--- src/rtl/xmit_prio_scheduler.sv ---
// xmit_prio_scheduler: picks hi/lo frames (bounded lo starvation), streams bytes with SOF/EOF, enforces IFG
module xmit_prio_scheduler #(
    parameter int LEN_W       = 12,
    parameter int MAX_LO_SKIP = 4,
    parameter int IFG_CYCLES  = 12
) (
    input  logic        clk_sys,
    input  logic        reset,
    input  logic        hi_ctrl_empty,
    input  logic [23:0] hi_ctrl_in,
    output logic        hi_ctrl_rd,
    input  logic [7:0]  hi_data_in,
    output logic        hi_data_rd,
    input  logic        lo_ctrl_empty,
    input  logic [23:0] lo_ctrl_in,
    output logic        lo_ctrl_rd,
    input  logic [7:0]  lo_data_in,
    output logic        lo_data_rd,
    input  logic        tx_ready,
    output logic [7:0]  tx_data,
    output logic        tx_valid,
    output logic        tx_sof,
    output logic        tx_eof,
    output logic        tx_hi,
    output logic        drop_pulse
);
    localparam int SKIP_W = MAX_LO_SKIP > 0 ? $clog2(MAX_LO_SKIP + 1) : 1;
    localparam int GAP_W  = $clog2(IFG_CYCLES + 1);
    localparam logic [SKIP_W-1:0] SKIP_MAX = SKIP_W'(MAX_LO_SKIP);
    localparam logic [GAP_W-1:0]  GAP_INIT = GAP_W'(IFG_CYCLES);

    typedef enum logic [1:0] {IDLE, GRANT, XFER, GAP} state_t;

    state_t            state;
    logic              sel_hi;
    logic              first;
    logic [SKIP_W-1:0] skip_cnt;
    logic [LEN_W-1:0]  remaining;
    logic [GAP_W-1:0]  gap_cnt;
    logic [LEN_W-1:0]  len;
    logic              pick_hi;
    logic              load;
    logic              unused_ctrl;

    assign len         = sel_hi ? hi_ctrl_in[LEN_W-1:0] : lo_ctrl_in[LEN_W-1:0];
    assign pick_hi     = !hi_ctrl_empty && (lo_ctrl_empty || skip_cnt < SKIP_MAX);
    assign load        = state == XFER && (!tx_valid || tx_ready) && remaining != '0;
    assign unused_ctrl = ^{hi_ctrl_in[23:LEN_W], lo_ctrl_in[23:LEN_W]};

    // Data pops are combinational with the load so the show-ahead head advances every cycle
    assign hi_ctrl_rd = state == GRANT && sel_hi;
    assign lo_ctrl_rd = state == GRANT && !sel_hi;
    assign hi_data_rd = load && sel_hi;
    assign lo_data_rd = load && !sel_hi;

    always_ff @(posedge clk_sys or posedge reset) begin
        if (reset) begin
            state      <= IDLE;
            sel_hi     <= 1'b0;
            first      <= 1'b0;
            skip_cnt   <= '0;
            remaining  <= '0;
            gap_cnt    <= '0;
            tx_data    <= '0;
            tx_valid   <= 1'b0;
            tx_sof     <= 1'b0;
            tx_eof     <= 1'b0;
            tx_hi      <= 1'b0;
            drop_pulse <= 1'b0;
        end else begin
            drop_pulse <= 1'b0;
            case (state)
                IDLE: if (!hi_ctrl_empty || !lo_ctrl_empty) begin
                    state    <= GRANT;
                    sel_hi   <= pick_hi;
                    skip_cnt <= pick_hi ? (lo_ctrl_empty ? '0 : skip_cnt + 1'b1) : '0;
                end
                GRANT: begin
                    remaining  <= len;
                    tx_hi      <= sel_hi;
                    first      <= 1'b1;
                    drop_pulse <= len == '0;
                    state      <= len == '0 ? IDLE : XFER;
                end
                XFER: if (load) begin
                    tx_data   <= sel_hi ? hi_data_in : lo_data_in;
                    tx_valid  <= 1'b1;
                    tx_sof    <= first;
                    tx_eof    <= remaining == LEN_W'(1);
                    remaining <= remaining - 1'b1;
                    first     <= 1'b0;
                end else if (tx_valid && tx_ready) begin
                    tx_valid <= 1'b0;
                    tx_sof   <= 1'b0;
                    tx_eof   <= 1'b0;
                    if (tx_eof) begin
                        state   <= GAP;
                        gap_cnt <= GAP_INIT;
                    end
                end
                GAP: begin
                    gap_cnt <= gap_cnt - 1'b1;
                    if (gap_cnt == GAP_W'(1)) state <= IDLE;
                end
                default: state <= IDLE;
            endcase
        end
    end
endmodule
--- config.mk ---
export PLATFORM = sky130hd
export DESIGN_NAME = xmit_prio_scheduler
export DESIGN_NICKNAME = d
export VERILOG_FILES = /design/src/rtl/xmit_prio_scheduler.sv
export SDC_FILE = /design/constraint.sdc
export NUM_CORES = 1
export LEC_CHECK = 0
export ABC_AREA = 1
export BUFFER_PORTS_ARGS = -buffer_cell sky130_fd_sc_hd__buf_4
export CAP_MARGIN = 30
export CORE_AREA = 10 10 83 85
export CTS_CLUSTER_SIZE = 10
export DETAILED_ROUTE_END_ITERATION = 12
export DIE_AREA = 0 0 93 95
export PLACE_DENSITY = 0.72
export SYNTH_ARGS = -nofsm -noshare
export SYNTH_HDL_FRONTEND = slang
export SYNTH_SLANG_ARGS = --single-unit
--- constraint.sdc ---
create_clock -name clk_sys -period 1.64 [get_ports clk_sys]
set_input_delay 0.082 -clock clk_sys [delete_from_list [all_inputs] [get_ports clk_sys]]
set_output_delay 0.082 -clock clk_sys [all_outputs]
set_load 0.005 [all_outputs]
==> metrics.yaml, run 1 <==
outcome: "finished, final reports clean"
r2r_end: "tx_data[6]"
cts_tree: "done"
die_w_um: 93
rr_worst_depth: 11
io_pins: 86
dp_hpwl_mm: 4.80
viasPerCell: 4.84
grt_start_max_net_pins: 37
clkTransAtPathRegs_ns: 0.08
worst_pin_slew_ns: 0.468
grt_pass1_wl_mm: 10.7
fmax_mhz: 629
synth_flop_cell: "dfrtp_1"
antenna_cells: 0
grt_pass1_vias: 2370
worstPathRequired_ns: 1.56
synth_top_area_share: 0.391
netlist_area_um2: 2300
hold_end: "tx_data[4]"
synth_edf_count: 0
cts-buffers-inserted: 5
synth_cell_types: 31
cts-htree-levels: 2
ys_warn_count: 0
dr_wl_met3_um: 441
critPathCaptureType: "output pin"
fin_area_um2: 3280
relSlewSlack: 0.688
start_util: 0.431
num-nets-final: 496
gr-total-overflow: 0
yosys.area.top_type: "dfrtp_1"
cts.sinks: 36
highest_layer: "met4"
yosysSeqAreaShare: 0.391
final.setup.worst_slack_ns: 0.0492
hold_start: "lo_data_in[4]"
place_area_um2: 2910
synthCells: 318
multiInputGateArea_um2: 1260
wl_mm: 6.65
worstPathMaxFanout: 4
min_path_cells: 3
clock_latency_ns: 0.31
ant_nets: 0
clockRootBuffer: "clkbuf_8"
die-area_um2: 8840
die_h_um: 95
period_share: 0.970
core_area_um2: 5340
finClkSkew_ns: 0.0104
r2r_slack_ns: 0.09
avgSynthCellArea_um2: 7.24
maxCapViolCount: 0
worstSetupStartpointType: "flip-flop"
hold_viol_final: 0
total_power_mw: 5.80
routedWlPerCell_um: 13.5
ir_worst_vdd_v: 0.000907
crit_type: "flip-flop to output pin"
drc: 0
antenna_found_initial: 0
setup_viol: 0
fillers: 497
wl_met2_mm: 3.43
rsz0062_at_grt: "true"
gp_congestion: 0.822
row_count: 27
power.density_nw_per_um2: 1770
grtUsageTotal: 0.148
drt_iter0_drc: 152
period_minus_slack_ns: 1.59
power_leakage_nw: 1.73
async_flop_share: 1.00
m1WireLength_mm: 2.66
final.setup.tns_ns: 0
final_layout_size_suffix_gt1_frac: 0.325
clk_path_buf_depth: 2
r2r_start: "remaining[0]"
worstPathArrival_ns: 1.51
slew_violations: 0
area_growth_syn_to_layout_pct: 42.7
synth.area.top_cells: "dfrtp_1 (39%), nand2_1 (17%), nor2_1 (5.5%)"
synth_seq_cells: 36
regArea_um2: 905
portBuffers: 61
first_pass_iters: 4
place_ws_ns: -0.0388
syn-num-nets: 393
hp-class: "input pin to flip-flop"
vias: 2392
[logic make-up (layout without fill, tap and decap cells)]
family / after synthesis / in the layout / share of synthesized area
simple gates: 195 / 195 / 0.385
fa+ha+maj: 6 / 6 / 0.0326
compound gates: 41 / 41 / 0.101
buf+inv: 38 / 142 / 0.0826
xor+xnor: 2 / 2 / 0.00761
flops: 36 / 36 / 0.391
[how the worst max path moves through the flow]
stage                     depth (start not counted)  slack [ns]         end          from
after floorplan                                  10        0.23  gap_cnt[0]  remaining[0]
after global placement                            8        0.01   flip-flop        sel_hi
after detailed placement                          8       -0.04   flip-flop        sel_hi
after CTS                                         9     -0.0001  hi_data_rd  remaining[0]
after global routing                              8       -0.05  hi_data_rd  remaining[8]
final                                             9        0.05  hi_data_rd  remaining[0]
[layer usage]
metal | track usage | vias up
met2 | 0.262 | 50
met5 | 0 | -
li1 | - | 1212
met3 | 0.0579 | 11
met4 | 0.0437 | 0
met1 | 0.160 | 1119
[cells in the mapped netlist (all sizes together) (2+ instances only)]
library cell / count
nand2: 111
a21oi: 3
inv: 31
nor3: 2
o21bai: 2
ha: 6
nor2: 40
buf: 6
dfrtp: 36
nand4: 3
o21ai: 34
nand3: 28
or2: 10
xor2: 2
[registers in the layout, summed over array words and instances (netlist names), 3 cells and up, named ones only]
name and flops:
remaining 12, skip_cnt 3, gap_cnt 4, tx_data 8
[critical path: stages, from the launching register on]
cell     delay (ns)
dfrtp_1        0.40
inv_2          0.06
ha_2           0.16
nand2_2        0.06
nor2_4         0.08
nand2_2        0.06
nand2_2        0.10
buf_12         0.14
nor2_8         0.04
buf_6          0.11
[power by group]
part	internal, mW	total, mW	switching (mW)
clock	0.304	0.660	0.356
sequential	1.29	1.62	0.330
combinational	1.60	3.52	1.92
total	3.19	5.80	2.61
[final cells by class]
cell class                      instances  share of cell area
Timing Repair Buffer                  103               0.251
Multi-Input combinational cell        244               0.384
Tap cell                               72              0.0274
Clock inverter                          1             0.00267
Sequential cell                        36               0.275
Clock buffer                            7              0.0232
Inverter                               31              0.0362
[through the flow]
step	hold WS, ns	utilization	instances
6_report	0.00151	0.615	494
4_1_cts	0.000367	0.590	484
3_5_place_dp	0.245	0.545	461
2_1_floorplan	0.202	-	318
5_1_grt	0.0133	0.615	494
3_3_place_gp	0.234	0.545	461
[cells in the final DEF, fill, tap and decap left out, types with 2 or more instances in the layout]
master,netlist,routed
nand2_1,107,105
nand2_2,4,4
nand4_1,2,2
buf_6,1,2
o21bai_1,2,2
inv_2,1,3
nor3_1,2,2
nor2_1,34,29
nand3_2,2,2
ha_1,6,5
o21ai_0,25,24
nor2_8,2,2
xor2_1,2,2
nand3_1,25,25
buf_4,0,89
o21ai_1,5,6
or2_2,5,5
dfrtp_2,0,3
nor2_2,4,7
or2_1,5,5
inv_1,29,27
dlygate4sd3_1,0,10
a21oi_1,3,3
clkbuf_8,0,5
clkbuf_1,0,2
o21ai_2,4,4
dfrtp_1,36,33
nor2_4,0,2
[repair_timing]
| action | in CTS | in global routing |
|---|---|---|
| hold buffers | 10 | 0 |
| resized for setup | 7 | 19 |
| setup endpoints to repair | 6 | 32 |
| pin swaps | 2 | 8 |
| buffers inserted | 5 | 10 |
| hold endpoints to repair | 43 | 0 |
| gates cloned | 0 | 0 |
(Power assumes the default switching activity.)
==> run 2: changes to the inputs <==
Settings changed: ABC_AREA 1 to 0.
==> run 2 against run 1 <==
- the run now ends with setup timing left
- power shrank 41%
- critical path depth down 4
- sequential power decreased by 26%
- area after synthesis shrank 0.87%
- die area unchanged
- non-clock buffer count is 17 higher
- critical path type unchanged
- largest power group unchanged
- highest routed layer unchanged
==> metrics.yaml, run 2 <==
antenna_cells: 0
violations: "setup timing"
fillers: 451
crit_top_cell: "buf_4"
grt_start_max_net_pins: 20
drc: 0
setup_viol: 32
yosys.area_share.simple: 0.198
gr-total-overflow: 0
relSlewSlack: 0.547
rr_worst_depth: 6
final_layout_size_suffix_gt1_frac: 0.462
clockRootBuffer: "clkbuf_8"
first_pass_iters: 4
gp_congestion: 0.886
grtUsageTotal: 0.168
maxCapViolCount: 0
hp-class: "input pin to flip-flop"
grt_pass1_vias: 2523
slew_violations: 0
cp_slowest_cell: "or4_4"
cts_tree: "done"
reg.largest.list: "remaining: 12 flops, tx_data: 8 flops, gap_cnt: 4 flops"
die-area_um2: 8840
die_h_um: 95
outcome: "finished with violations"
syn-num-nets: 318
critical_path_depth: 5
viasPerCell: 5.59
period_minus_slack_ns: 1.97
layout_commonest_cell: "buf_4"
cts-buffers-inserted: 5
final.setup.tns_ns: -7.35
worstPathMaxFanout: 3
grt_pass1_wl_mm: 12.1
final.setup.worst_slack_ns: -0.330
hold_end: "sel_hi"
async_flop_share: 1.00
place_area_um2: 3140
most-common-layout-cells: "buf_4 (111), dfrtp_1 (34), nand2_1 (22)"
cts.sinks: 36
crit_chain: "or4_4 -> nor4_4 -> buf_4 -> nor3_2 -> buf_4"
num-nets-final: 431
row_count: 27
worstPathRequired_ns: 1.56
wl_mm: 7.48
synth_cell_types: 45
vias: 2398
rsz0062_at_grt: "true"
r2r_start: "remaining[2]"
critPathTopFamily: "simple AND/OR/NAND/NOR gates"
r2r_end: "remaining[8]"
period_share: 1.20
antenna_found_initial: 0
yosys.area.top_type: "dfrtp_1"
netlist_area_um2: 2280
synthMuxAreaShare: 0.0894
clkTransAtPathRegs_ns: 0.08
yosysSeqAreaShare: 0.395
worstPathArrival_ns: 1.89
area_growth_syn_to_layout_pct: 54.3
yosys.area_share.adder: 0.0329
ir_worst_vdd_v: 0.000717
io_pins: 86
cts-htree-levels: 2
synth_flop_cell: "dfrtp_1"
max_stage_delay_ns: 0.56
synthCells: 243
crit_type: "flip-flop to output pin"
max_flop_register: "remaining"
drt_iter0_drc: 134
post-route-util: 0.660
whs_ns: 0.0191
synth_edf_count: 0
start_util: 0.428
fmax_mhz: 508
power.density_nw_per_um2: 966
worst-path-buf-inv: 2
clk_path_buf_depth: 2
worst_pin_slew_ns: 0.673
fin_area_um2: 3520
ant_nets: 0
synth_xor_area_frac: 0
min_path_cells: 2
synth_seq_cells: 36
r2r_slack_ns: -0.33
avgSynthCellArea_um2: 9.39
core_area_um2: 5340
largest_reg_flops: 12
hold_start: "lo_ctrl_empty"
synth_top_family_by_area: "compound AO/OA/AOI/OAI gates"
clock_latency_ns: 0.30
power_leakage_nw: 1.62
hold_viol_final: 0
dp_hpwl_mm: 5.51
synth_top_area_share: 0.395
portBuffers: 61
worstSetupStartpointType: "flip-flop"
synth_common_cells: "dfrtp_1 (36), nand2_1 (22), a21oi_1 (20)"
die_w_um: 93
synth.area.top_cells: "dfrtp_1 (39%), mux2i_1 (7.5%), a21oi_1 (4.4%)"
critPathCaptureType: "output pin"
synth_compound_area_frac: 0.237
yosysMostFrequentCell: "dfrtp_1"
routedWlPerCell_um: 17.4
ys_warn_count: 0
finClkSkew_ns: 0.00665
==> run 2: cell count changes after synthesis, moves of 7 or more <==
cell      change
nand2_1      -85
nor2_1       -25
inv_1        -19
nand3_1      -16
a21oi_1      +17
mux2i_1      +17
o21ai_0      -15
nand2b_1      +7
clkbuf_1      +9
==> run 2: worst max-delay path by stage <==
stage,end,startpoint
global route,lo_data_rd,remaining[5]
CTS,lo_data_rd,remaining[7]
floorplan,remaining[3],remaining[3]
detailed placement,remaining[8],remaining[3]
global placement,remaining[8],remaining[3]
finish,lo_data_rd,remaining[2]
==> run 2: cells by family after synthesis <==
kind of cell | count (synthesis)
compound gates | 77
fa+ha+maj | 6
mux | 20
buf+inv | 24
simple gates | 80
flops | 36
==> run 2: power breakdown <==
part           total [mW]  leakage [nW]  switching [mW]  internal [mW]
registers            1.20         0.422           0.131           1.07
logic                1.55          1.16           0.713          0.836
clock network       0.654        0.0414           0.351          0.302
==> run 2: cell type report <==
class	instances	area, um^2	share of cell area
Timing Repair Buffer	120	956	0.271
Inverter	10	37.5	0.0107
Sequential cell	36	903	0.256
Clock inverter	2	16.3	0.00462
Tap cell	72	90.1	0.0256
Clock buffer	6	72.6	0.0206
Multi-Input combinational cell	183	1450	0.411
==> run 2: metrics by stage <==
| step | setup WS [ns] | total power [mW] | instances |
|---|---|---|---|
| after floorplan | -0.223 | 1.90 | 243 |
| after global placement | -0.187 | 2.51 | 408 |
| after detailed placement | -0.242 | 2.54 | 408 |
| after CTS | -0.312 | 3.33 | 428 |
| after global routing | -0.387 | 3.60 | 429 |
| final | -0.330 | 3.40 | 429 |
==> run 2: repair_timing <==
action / in CTS / in global routing
hold buffers: 1 / 0
setup buffers: 12 / 0
hold endpoints to repair: 8 / 0
endpoints found under the setup margin: 32 / 32
cloned: 0 / 1
resized for setup: 24 / 14
pin swaps: 12 / 6
==> run 2: metal layers <==
metal	track usage	wire [um]	part of all wire
met5	0	0	0
met4	0.0643	154	0.021
met3	0.0428	468	0.063
met2	0.289	3760	0.50
met1	0.196	3100	0.41
==> run 3: changes to the inputs <==
Settings changed: ABC_AREA 0 to not set, GPL_TIMING_DRIVEN set to 0.
==> run 3 against run 2 <==
- the flow still finishes with violations (setup timing)
- global-route usage decreased by 0.55 points
- maximum frequency increased by 0.94%
- final area decreased by 8.0%
- worst setup slack improved by 0.018 ns
- critical path type is now flip-flop to flip-flop
==> metrics.yaml, run 3 (synthesis results as in run 2) <==
cts-buffers-inserted: 5
setup_viol: 32
rsz0062_at_grt: "true"
relSlewSlack: 0.447
cts-htree-levels: 2
first_pass_iters: 5
reg.largest.list: "remaining: 12 flops, tx_data: 8 flops, gap_cnt: 4 flops"
final.setup.tns_ns: -6.90
portBuffers: 61
grt_start_max_net_pins: 20
dp_hpwl_mm: 5.24
final.setup.worst_slack_ns: -0.312
row_count: 27
place_ws_ns: -0.439
grt_pass1_wl_mm: 11.6
drc: 0
gr-total-overflow: 0
layout_commonest_cell: "buf_4"
final_layout_size_suffix_gt1_frac: 0.397
die-area_um2: 8840
power_leakage_nw: 1.43
die_h_um: 95
most-common-layout-cells: "buf_4 (75), dfrtp_1 (32), nand2_1 (22)"
grtUsageTotal: 0.162
power.density_nw_per_um2: 994
start_util: 0.428
viasPerCell: 5.92
worstPathMaxFanout: 5
violations: "setup timing"
routedWlPerCell_um: 18.6
vias: 2378
drt_iter0_drc: 216
slew_violations: 0
crit_type: "flip-flop to flip-flop"
wl_mm: 7.47
area_growth_syn_to_layout_pct: 42.0
largest_reg_flops: 12
antenna_found_initial: 0
worstPathRequired_ns: 1.82
finClkSkew_ns: 0.00582
period_minus_slack_ns: 1.95
cts_tree: "done"
worst_pin_slew_ns: 0.829
grt_pass1_vias: 2350
clkTransAtPathRegs_ns: 0.08
clk_path_buf_depth: 2
hp-class: "input pin to flip-flop"
period_share: 1.19
ant_nets: 0
clockRootBuffer: "clkbuf_8"
post-route-util: 0.607
hold_viol_final: 0
worstPathArrival_ns: 2.14
gp_congestion: 0.932
core_area_um2: 5340
clock_latency_ns: 0.29
antenna_cells: 0
maxCapViolCount: 0
io_pins: 86
outcome: "finished with violations"
max_flop_register: "remaining"
die_w_um: 93
critPathCaptureType: "flip-flop"
ir_worst_vdd_v: 0.000474
total_power_mw: 3.22
cts.sinks: 36
fmax_mhz: 512
num-nets-final: 404
worstSetupStartpointType: "flip-flop"
run 3: cell count changes in the layout (fill, tap and decap cells not counted), sizes merged:
cell,before,now
buf,118,84
clkinvlp,1,2
clkinv,1,0
clkbuf,7,14
run 3: cell type report:
class                   count  area (um^2)
fillers                   488         2100
multi-input cells         183         1390
flip-flops and latches     36          906
repair buffers             80          638
well taps                  72         90.1
plain buffers              13         86.3
clock buffers               6         82.6
inverters                  10         37.5
clock inverters             2         15.0
run 3: final timing paths:
check,startpoint,endpoint,slack [ns],cells after the start
max,remaining[7],remaining[3],-0.31,6
min,lo_ctrl_empty,sel_hi,0.02,2
max in group asynchronous,reset,remaining[6],0.55,4
max reg2reg,remaining[7],remaining[3],-0.31,6
min reg2reg,gap_cnt[3],gap_cnt[3],0.48,1
min in group asynchronous,reset,tx_eof,0.51,3
run 3: report_power, final:
group | leakage (nW) | switching (mW) | total [mW] | internal (mW)
sequential | 0.420 | 0.221 | 1.30 | 1.08
clock | 0.0434 | 0.343 | 0.683 | 0.340
combinational | 0.967 | 0.605 | 1.24 | 0.635
run 3: layer usage:
metal | GRT usage | share of wire
met1 | 0.193 | 0.40
met2 | 0.273 | 0.50
met3 | 0.0547 | 0.084
met4 | 0.0463 | 0.018
met5 | 0 | 0
run 3: stage by stage:
| step | hold slack [ns] | std cells | area (um^2) |
|---|---|---|---|
| global placement | 0.326 | 376 | 2850 |
| floorplan | 0.208 | 243 | 2300 |
| finish | 0.0200 | 402 | 3240 |
| global route | 0.0186 | 402 | 3240 |
| CTS | 0.00630 | 399 | 3160 |
| detailed placement | 0.287 | 377 | 2880 |
run 3: what timing repair did:
item,4_1_cts,5_1_grt
hold endpoints to repair,18,0
gates resized for setup,27,16
setup endpoints to repair,35,36
buffers inserted,13,3
pin swaps,13,5
gates cloned,1,0
hold buffers,1,0
run 3: worst max-delay path, cell delays in order (launching register included):
cell     delay [ns]
dfrtp_2        0.44
or4_4          0.55
nor4_4         0.24
buf_6          0.17
o21ai_4        0.09
buf_6          0.15
a32o_1         0.21
